[src/rtl/fsm_counter_scheduler.sv]
// Round-robin job scheduler that hands one requester's count to a shared counter,
// waits for completion or a watchdog timeout, then reports back to the owner.
module fsm_counter_scheduler #(
    parameter int unsigned NUM_REQ     = 4,
    parameter int unsigned CNT_BW      = 7,
    parameter int unsigned TIMEOUT_CYC = 255
) (
    input  logic                      clk,
    input  logic                      reset_n,
    input  logic [NUM_REQ-1:0]        i_req_valid,
    input  logic [NUM_REQ*CNT_BW-1:0] i_req_num_cnt,
    output logic [NUM_REQ-1:0]        o_req_ready,
    output logic [NUM_REQ-1:0]        o_job_done,
    output logic                      o_timeout,
    output logic                      o_cnt_run,
    output logic [CNT_BW-1:0]         o_cnt_num_cnt,
    input  logic                      i_cnt_idle,
    input  logic                      i_cnt_done,
    output logic                      o_busy,
    output logic [1:0]                o_cur_id
);

    typedef enum logic [1:0] {IDLE, ISSUE, WAIT, DONE} state_t;

    state_t              state;
    logic [1:0]          last_id;
    logic [7:0]          wdog;
    logic                timeout_flag;
    logic                grant_hit;
    logic [1:0]          grant_id;
    logic [CNT_BW-1:0]   grant_cnt;

    // Search begins just after the last served requester, so it is visited last.
    always_comb begin
        grant_hit = 1'b0;
        grant_id  = last_id;
        for (int unsigned i = 1; i <= NUM_REQ; i++) begin
            if (!grant_hit && i_req_valid[last_id + 2'(i)]) begin
                grant_hit = 1'b1;
                grant_id  = last_id + 2'(i);
            end
        end
        grant_cnt = i_req_num_cnt[grant_id*CNT_BW +: CNT_BW];
    end

    always_ff @(posedge clk or negedge reset_n) begin
        if (!reset_n) begin
            state         <= IDLE;
            last_id       <= 2'd3;
            wdog          <= '0;
            timeout_flag  <= 1'b0;
            o_req_ready   <= '0;
            o_job_done    <= '0;
            o_timeout     <= 1'b0;
            o_cnt_run     <= 1'b0;
            o_cnt_num_cnt <= '0;
            o_busy        <= 1'b0;
            o_cur_id      <= '0;
        end else begin
            o_req_ready <= '0;
            o_job_done  <= '0;
            o_timeout   <= 1'b0;
            o_cnt_run   <= 1'b0;
            case (state)
                IDLE: begin
                    if (grant_hit && i_cnt_idle) begin
                        o_req_ready   <= NUM_REQ'(1) << grant_id;
                        o_cur_id      <= grant_id;
                        o_cnt_num_cnt <= grant_cnt;
                        o_busy        <= 1'b1;
                        state         <= (grant_cnt == '0) ? DONE : ISSUE;
                    end
                end
                ISSUE: begin
                    o_cnt_run <= 1'b1;
                    state     <= WAIT;
                end
                WAIT: begin
                    if (i_cnt_done) begin
                        state <= DONE;
                    end else if (wdog == 8'(TIMEOUT_CYC - 1)) begin
                        // The WAIT cycle that would bring the watchdog to TIMEOUT_CYC ends the job.
                        timeout_flag <= 1'b1;
                        state        <= DONE;
                    end else begin
                        wdog <= wdog + 8'd1;
                    end
                end
                DONE: begin
                    o_job_done   <= NUM_REQ'(1) << o_cur_id;
                    o_timeout    <= timeout_flag;
                    timeout_flag <= 1'b0;
                    wdog         <= '0;
                    last_id      <= o_cur_id;
                    o_busy       <= 1'b0;
                    state        <= IDLE;
                end
                default: begin
                    o_busy <= 1'b0;
                    state  <= IDLE;
                end
            endcase
        end
    end

endmodule
[config.mk]
export PLATFORM = sky130hd
export DESIGN_NAME = fsm_counter_scheduler
export DESIGN_NICKNAME = d
export VERILOG_FILES = /design/src/rtl/fsm_counter_scheduler.sv
export SDC_FILE = /design/constraint.sdc
export NUM_CORES = 1
export LEC_CHECK = 0
export CORE_UTILIZATION = 51
export DETAILED_ROUTE_END_ITERATION = 8
export PLACE_DENSITY = 0.85
export SLEW_MARGIN = 40
export SYNTH_ARGS = -nofsm -noshare
export SYNTH_HDL_FRONTEND = slang
export SYNTH_SLANG_ARGS = --single-unit
[constraint.sdc]
create_clock -name clk -period 5.05 [get_ports clk]
set_input_delay 0.505 -clock clk [delete_from_list [all_inputs] [get_ports clk]]
set_output_delay 0.505 -clock clk [all_outputs]
set_load 0.02 [all_outputs]
After elaboration in Yosys (flattened, before gate mapping):

Cells that the tools add are included.

* flip-flop bits (word level): 33
* output and inout port bits: 20
* logic and storage cells: 82

* add/subtract/negate cells: 4
* $mul: 1
* order comparisons: 4
* equal/unequal tests: 9
* shifts and indexed selects: 3
* muxes and demuxes: 34
* reduce and logical (&&, ||, !) cells: 16

Operators by type and width (number)
* variable part select 28 x 6 -> 7 bit: 1
* 2-to-1 mux 2 bit: 8
* 2-to-1 mux 8 bit: 2
* one-hot mux 8 bit (2 select lines): 1
* 2-to-1 mux 1 bit: 13
* less-than comparator 2 x 3 -> 1 bit (second input constant): 4
* 2-to-1 mux 4 bit: 3
* adder 8 x 1 -> 8 bit (second input constant): 1
* binary-select mux 1 bit (select 2 bit): 4
* equality test 8 bit (second input constant): 1
* inequality test 2 bit (second input constant): 4
* one-hot mux 2 bit (4 select lines): 1
* left shift 1 x 2 -> 4 bit (first input constant): 2
* logical NOT 7 bit: 1
* AND reduction 2 bit: 3
* AND reduction 3 bit: 2
* multiplier 2 x 3 -> 5 bit (second input constant): 1
* adder 2 bit (second input constant): 2
* equality test 2 bit (second input constant): 2
* logical AND 1 bit: 4
* one-hot mux 1 bit (2 select lines): 2
* nonzero test 2 bit: 2
* logical NOT 1 bit: 3
* inequality test 3 bit (second input constant): 1
* other kinds (3): 3

Depth between registers and ports, before layout:

Gate-level depths: netlist of the first run.

* depth after elaboration: 19
* mapped depth: 8

Worst setup path before layout of the first run:

No wires, ideal clock.

* path type: register to register
* start: register last_id[0]
* end: register o_cnt_num_cnt[2]
* setup time: 0.083 ns
* arrival: 1.712 ns
* data required time: 4.967 ns
* slack: 3.256 ns
* stages on the path, launching flop included: 7
* path through: dfstp_2 -> nand2b_4 -> o21ai_2 -> a221oi_2 -> buf_6 -> mux2_2 -> o21ai_0

* longest elaborated chain between the ends: 15
* elaborated cells on any way between the ends: 29
* those cells by class: add/sub: 3; mul: 1; shift: 1; mux: 16; reduce/logical: 8

Ends and longest elaborated chain
* start, declared: RTL line 26 `logic [1:0] last_id;`
* start signal, assigned: RTL line 94 `last_id <= o_cur_id;`
* adder 2 x 1 -> 2 bit: RTL line 38, 40
* binary-select mux 1 bit (select 2 bit): RTL line 38 `if (!grant_hit && i_req_valid[last_id + 2'(i)]) begin`
* 2-to-1 mux 1 bit (implied by the code): RTL line 38
* 2-to-1 mux 1 bit: RTL line 38
* logical NOT 1 bit: RTL line 38
* logical AND 1 bit: RTL line 38
* 2-to-1 mux 1 bit: RTL line 38
* logical NOT 1 bit: RTL line 38
* logical AND 1 bit: RTL line 38
* 2-to-1 mux 1 bit: RTL line 38
* logical NOT 1 bit: RTL line 38
* logical AND 1 bit: RTL line 38
* 2-to-1 mux 2 bit / 2-to-1 mux 1 bit (equally long branches): RTL line 38
* multiplier 2 x 3 -> 5 bit / logical AND 1 bit (equally long branches): RTL line 43, 66
* variable part select 28 x 6 -> 7 bit / AND reduction 2 bit (equally long branches)
* end signal, assigned: RTL line 69 `o_cnt_num_cnt <= grant_cnt;`
* end, declared: RTL line 16 `output logic [CNT_BW-1:0] o_cnt_num_cnt,`

Several ways; a longest one is shown, not always the timed one. The select of a mux whose other input is x is not followed.
A chain may end at the register's enable or synchronous reset.

Worst setup path in the final report of the first run:

* start: input i_req_valid[3]
* end: register state[1]

* longest elaborated chain between the ends: 18
* elaborated cells on any way between the ends: 31
* those cells by class: mul: 1; eq/ne: 1; shift: 1; mux: 19; reduce/logical: 9

Ends and longest elaborated chain
* start, declared: RTL line 10 `input logic [NUM_REQ-1:0] i_req_valid,`
* binary-select mux 1 bit (select 2 bit): RTL line 38
* 2-to-1 mux 1 bit (implied by the code): RTL line 38
* 2-to-1 mux 1 bit: RTL line 38
* logical NOT 1 bit: RTL line 38
* logical AND 1 bit: RTL line 38
* 2-to-1 mux 1 bit: RTL line 38
* logical NOT 1 bit: RTL line 38
* logical AND 1 bit: RTL line 38
* [2 not listed]
* logical AND 1 bit: RTL line 38
* 2-to-1 mux 2 bit: RTL line 38
* multiplier 2 x 3 -> 5 bit: RTL line 43 `grant_cnt = i_req_num_cnt[grant_id*CNT_BW +: CNT_BW];`
* variable part select 28 x 6 -> 7 bit: RTL line 43
* logical NOT 7 bit: RTL line 71 `state <= (grant_cnt == '0) ? DONE : ISSUE;`
* 2-to-1 mux 2 bit: RTL line 71
* 2-to-1 mux 2 bit: RTL line 66 `if (grant_hit && i_cnt_idle) begin`
* one-hot mux 2 bit (4 select lines): RTL line 64 `case (state)`
* end signal, assigned: RTL line 71
* end, declared: RTL line 25 `state_t state;`

Several ways; a longest one is shown, not always the timed one. The select of a mux whose other input is x is not followed.

==> results of run 1 <==
## metal layers
metal	wire [um]	vias to the layer above	track usage [%]
li1	-	780	-
met1	1869	686	29.18
met2	1902	40	36.56
met3	163	6	3.832
met4	57	0	8.721
met5	0	-	0
## layout make-up
cell class,instances,area [um^2]
clock buffers,5,68.82
clock inverters,3,46.29
fillers,245,862.1
inverters,9,33.78
multi-input cells,140,982.2
flip-flops and latches,33,828.3
well taps,46,57.56
repair buffers,57,563.0
## tightest hold or removal path, cell delays in order (launching register included)
cell	delay (ns)
dfrtp_1	0.34
nand2_1	0.05
o21ai_1	0.06
## report_power, final
| part | internal (mW) | leakage (nW) | switching, mW |
|---|---|---|---|
| sequential | 0.367 | 0.408 | 0.0825 |
| clock | 0.148 | 0.0543 | 0.103 |
| combinational | 0.320 | 0.676 | 0.341 |
## Yosys cell counts (2+ instances only)
library cell	n
dfrtp_1	31
nand2_1	21
mux2i_1	18
o21ai_0	16
nor2_1	12
inv_1	9
mux2_2	9
nor3_1	9
a21oi_1	7
ha_1	7
nand2b_1	5
nand3_1	4
or4_1	4
and3_1	3
and2_1	2
buf_6	2
clkbuf_1	2
dfstp_2	2
nor2b_1	2
o21ai_1	2
o21ai_2	2
o22ai_1	2
## state kept, by name, summed over array words and instances, names as in the netlist
register       count
o_timeout          1
wdog               8
o_cnt_run          1
o_cnt_num_cnt      7
o_job_done         4
last_id            2
o_busy             1
state              2
o_req_ready        4
timeout_flag       1
o_cur_id           2
## final timing paths
check	to	slack (ns)	cells after the start
worst min register to register	o_cnt_num_cnt[6]	0.49	2
worst min-delay path	o_cnt_num_cnt[6]	0.49	2
worst max register to register	state[1]	2.75	6
worst max-delay path	state[1]	2.61	7
min in group asynchronous	wdog[7]	0.61	2
max in group asynchronous	last_id[1]	4.11	2
## cell families after synthesis
group                      Yosys count  synth area share, %
buffers and inverters               15                4.677
and+or+nand+nor                     66                17.72
AOI/OAI and AO/OA                   38                12.91
DFF                                 33                43.61
muxes                               28                16.01
adders and majority gates            7                4.611
xor gates and xnor gates             1               0.4612
## layout by cell type, fill, tap and decap left out, types with 2 or more instances in the layout
master and n:
inv_1 9, dfstp_2 2, mux2_2 9, and3_1 3, ha_1 7, nor3_1 9
a21oi_1 7, mux2i_1 18, dfrtp_1 31, and2_1 2, nand2b_1 5, o21ai_2 2
clkdlybuf4s50_1 55, or4_1 4, o21ai_0 16, nand2_1 21, nand3_1 4, o22ai_1 2
nor2_1 12, nor2b_1 2, o21ai_1 2, clkbuf_8 5
==> reports/summary.txt, run 1 <==
Post-DRT Antenna Nets: 0
Final Worst Setup Slack: 2.609 ns
Yosys Warn Count: 0
number of remaining DRC errors: 0
Die ar.: 0.003972 mm^2
initial DRC count: 71
wire length per cell: 13.62 um
Layout area overhead: 35.84%
Peak VDD IR: 0.2819 mV
leading area contributor after synthesis: dfrtp_1
first-pass GRT wire length: 6.865 mm
# hold bufs at CTS: 0
setup TNS: 0 ns
most common flop cell mapped by yosys: dfrtp_1
Hold Startpoint: o_cnt_num_cnt[6]
syn nets: 231
Initial Util: 55.18%
Critical Path Start: i_req_valid[3]
largest net degree at the start of global routing: 34
Syn Area/Cell: 10.10 um^2
fmax: 409.6 MHz
placed insts: 285
post-CTS setup buffer count: 0
Post-synth EDFFs: 0
crit-path max FO: 20
Hold Worst Slack: 0.4864 ns
clock transition at the registers of the reported paths: 0.07 ns
worst hold path class: reg2reg
Clock Sinks: 33
Crit. End Element: flop
Final setup violation count: 0
Core ar.: 0.003442 mm^2
share of flip-flops with an asynchronous set or reset: 100.0%
Core Util, Final: 74.95%
CP max stage cell: mux2i_4
max_cap viols: 0
Leak Pwr: 1.139 nW
RSZ-0062 raised after global routing: false
power density over the cells: 527.4 mW/mm^2
Synth area leaders: dfrtp_1, mux2i_1, mux2_2, ha_1, o21ai_0
Tcrit/Tclk final: 48.34%
clock latency on the worst-skew pair: 0.29 ns
clk_skew: 0.009216 ns
critical path data arrival time: 2.63 ns
part of the Yosys area used for sequential elements: 43.61%
crit path kind: in2reg
Post-Synthesis Cells: 188
measured slew at the worst slew-check pin: 0.8220 ns
non-filler cells, final: 293
row count: 21
Worst Setup Start Kind: input pin
CP cell instances: clkdlybuf4s50_1 -> nand2b_4 -> o21a_2 -> mux2i_4 -> mux2i_1 -> mux2_2 -> o31ai_2
PostCTS Resize Cnt: 0
io pins: 56
Slew Limit Headroom: 44.03%
drt total wl: 3.992 mm
DR pass1 iterations: 4
Buf+Inv Stages, Crit Path: 1
CP top delay family: multiplexers
worst r2r src: last_id[0]
CTS Buf Count: 5
Total Power: 1.361 mW
cell area after synthesis: 0.001899 mm^2
diode count: 0
final hold vios: 0
Crit path largest cell delay: 0.63 ns
routed vias: 1512
flops & latches, synth: 33
Tot GR Track Use: 22.32%
number of distinct library cells after synthesis: 39
Die X: 63.03 um
number of nets in the layout: 289
antenna violations before repair: 0
Final HPWL DP: 2.946 mm
Clock Tree Buf Depth: 2
area share of the largest cell type after synthesis: 40.84%
RePlAce Congestion: 0.7657
vias per inst: 5.160
minimum clock period: 2.441 ns
Worst EP required: 5.24 ns
Overflow after GRT: 0
outcome: completed
vias in the first global route: 1472
layout cell share with drive strength beyond 1: 12.15%
H-tree depth: 2
Port Buffers: 55
final instance area: 0.002580 mm^2
Final Max Tran Viols: 0
pre-CTS setup slack: 2.355 ns
clock root buffer: clkbuf_8
Post-DP Area: 0.002465 mm^2
CTS tree: yes
die extent in y: 63.03 um
Note: power is estimated with default switching activity, not from simulation.
==> inputs of run 2 (changes only) <==
--- a/config.mk
+++ b/config.mk
@@ -5,9 +5,9 @@
 export SDC_FILE = /design/constraint.sdc
 export NUM_CORES = 1
 export LEC_CHECK = 0
-export CORE_UTILIZATION = 51
+export CORE_UTILIZATION = 47
 export DETAILED_ROUTE_END_ITERATION = 8
-export PLACE_DENSITY = 0.85
+export PLACE_DENSITY = 0.8
 export SLEW_MARGIN = 40
 export SYNTH_ARGS = -nofsm -noshare
 export SYNTH_HDL_FRONTEND = slang
==> constraint.sdc (replaced) <==
create_clock -name clk -period 2.4 [get_ports clk]
set_input_delay 0.24 -clock clk [delete_from_list [all_inputs] [get_ports clk]]
set_output_delay 0.24 -clock clk [all_outputs]
set_load 0.02 [all_outputs]
==> run 2 against run 1 <==
- core utilization fell by 5.4 points
- first-iteration DRC count increased by 8.5%
- final area increased by 1.7%
- highest routed layer unchanged
- die area is 8.2% higher
- setup slack worse by 2.2 ns
==> reports/summary.txt, run 2 (same netlist as run 1, synthesis figures left out) <==
outcome: completed
Port Buffers: 55
vias per inst: 5.197
worst r2r src: state[0]
biggest registers after layout: wdog: 8 flops, o_cnt_num_cnt: 7 flops
power density over the cells: 1112 mW/mm^2
clock transition at the registers of the reported paths: 0.07 ns
initial DRC count: 77
routed vias: 1559
number of remaining DRC errors: 0
RSZ-0062 raised after global routing: false
Internal: 1.824 mW
Clock Sinks: 33
crit path kind: reg2reg
final hold vios: 0
Buf+Inv Stages, Crit Path: 1
Tcrit/Tclk final: 83.87%
max_cap viols: 0
clk_skew: 0.002226 ns
Peak VDD IR: 0.7413 mV
Clock Tree Buf Depth: 2
layout cell share with drive strength beyond 1: 13.49%
Largest register FFs: 8
Crit path largest cell delay: 0.45 ns
CP top delay family: compound AO/OA/AOI/OAI gates
vias in the first global route: 1441
Gate power share: 49.3%
Layout area overhead: 38.14%
sequential power share: 32.4%
first-pass GRT wire length: 6.665 mm
DR pass1 iterations: 4
H-tree depth: 2
Reg2Reg Depth: 8
most frequent cells in the layout: clkdlybuf4s50_1, dfrtp_1, nand2_1, mux2i_1, o21ai_0
Final Max Tran Viols: 0
CP cell instances: inv_1 -> ha_1 -> nor2b_1 -> o21ai_2 -> a21boi_2 -> nor3_1 -> a21oi_1 -> o21ai_0
PostCTS Resize Cnt: 0
Overflow after GRT: 0
Critical Path Start: state[0]
io pins: 56
commonest non-fill, non-tap cell in the layout: clkdlybuf4s50_1
CP max stage cell: a21boi_2
Leak Pwr: 1.167 nW
met2 wire len: 1.966 mm
row count: 22
Final HPWL DP: 3.109 mm
setup TNS: 0 ns
met3 wire length: 147 um
Slew Limit Headroom: 58.95%
Crit. End Element: flop
CP Depth: 8
# hold bufs at CTS: 0
largest net degree at the start of global routing: 34
CTS Buf Count: 5
sw frac: 37.49%
Biggest register: wdog
critical path data arrival time: 2.15 ns
Die ar.: 0.004299 mm^2
Final setup violation count: 0
RePlAce Congestion: 0.8360
crit-path max FO: 10
wire length per cell: 13.49 um
Post-DP Area: 0.002507 mm^2
Tot GR Track Use: 20.85%
Core ar.: 0.003771 mm^2
drt total wl: 4.046 mm
fmax: 496.8 MHz
CTS tree: yes
Post-Route M1 WL: 1.871 mm
clock root buffer: clkbuf_8
measured slew at the worst slew-check pin: 0.6157 ns
number of nets in the layout: 294
final instance area: 0.002624 mm^2
Net Sw Power: 1.094 mW
worst hold path class: in2async
clock group share of total power: 18.3%
Die X: 65.57 um
DR top layer: met4
Initial Util: 50.36%
Worst EP required: 2.54 ns
clock latency on the worst-skew pair: 0.28 ns
die extent in y: 65.57 um
Post-DRT Antenna Nets: 0
post-CTS setup buffer count: 0
diode count: 0
minimum clock period: 2.013 ns
Worst Setup Start Kind: flop
antenna violations before repair: 0
[run 2: cell count changes in the layout (fill, tap and decap cells not counted), sizes merged]
cell | before | now
buf | 2 | 7
clkbuf | 5 | 7
clkinv | 1 | 0
clkinvlp | 1 | 0
[run 2: layout make-up]
cell class	count	area, um^2
Fill cell	313	1147
Multi-Input combinational cell	140	982.2
Sequential cell	33	828.3
Timing Repair Buffer	62	603.1
Clock buffer	7	86.33
Tap cell	48	60.06
Inverter	9	33.78
Clock inverter	1	30.03
[run 2: worst paths after layout]
kind                                          to  slack (ns)
worst min-delay path                     wdog[0]        0.36
worst max register to register           wdog[5]        0.39
min in group clk                o_cnt_num_cnt[2]        0.49
worst max-delay path                     wdog[5]        0.39
worst min register to register  o_cnt_num_cnt[2]        0.49
max in group asynchronous             last_id[0]        1.71
[run 2: power by group through the flow]
stage	Clock, mW	Sequential [mW]	Combinational [mW]
after detailed placement	0	0.956	1.44
final	0.535	0.945	1.44
after floorplan	0	1.06	0.863
after global routing	0.575	0.978	1.58
after global placement	0	0.949	1.41
after CTS	0.543	0.947	1.45
[run 2: worst reg2reg max path, delay by kind of cell (launching register included)]
family	cells	cell delay, ns
DFF	1	0.40
AOI/OAI and AO/OA	4	0.79
buffers and inverters	1	0.09
adders and majority gates	1	0.31
and+or+nand+nor	2	0.28
[run 2: metal layers]
metal | vias to the layer above | global-route usage (%)
li1 | 791 | -
met1 | 726 | 27.46
met2 | 36 | 32.73
met3 | 6 | 5.208
met4 | 0 | 8.152
met5 | - | 0
[run 2: through the flow]
stage | utilization, % | power [mW] | instances | setup WS (ns) | hold WS, ns
after floorplan | - | 1.926 | 188 | 0.6058 | -0.05559
after global placement | 66.49 | 2.355 | 292 | 0.2848 | 0.4712
after detailed placement | 66.49 | 2.395 | 292 | 0.2219 | 0.4752
after CTS | 69.58 | 2.936 | 300 | 0.3951 | 0.3843
after global routing | 69.58 | 3.128 | 300 | 0.1597 | 0.4182
final | 69.58 | 2.918 | 300 | 0.3871 | 0.3608
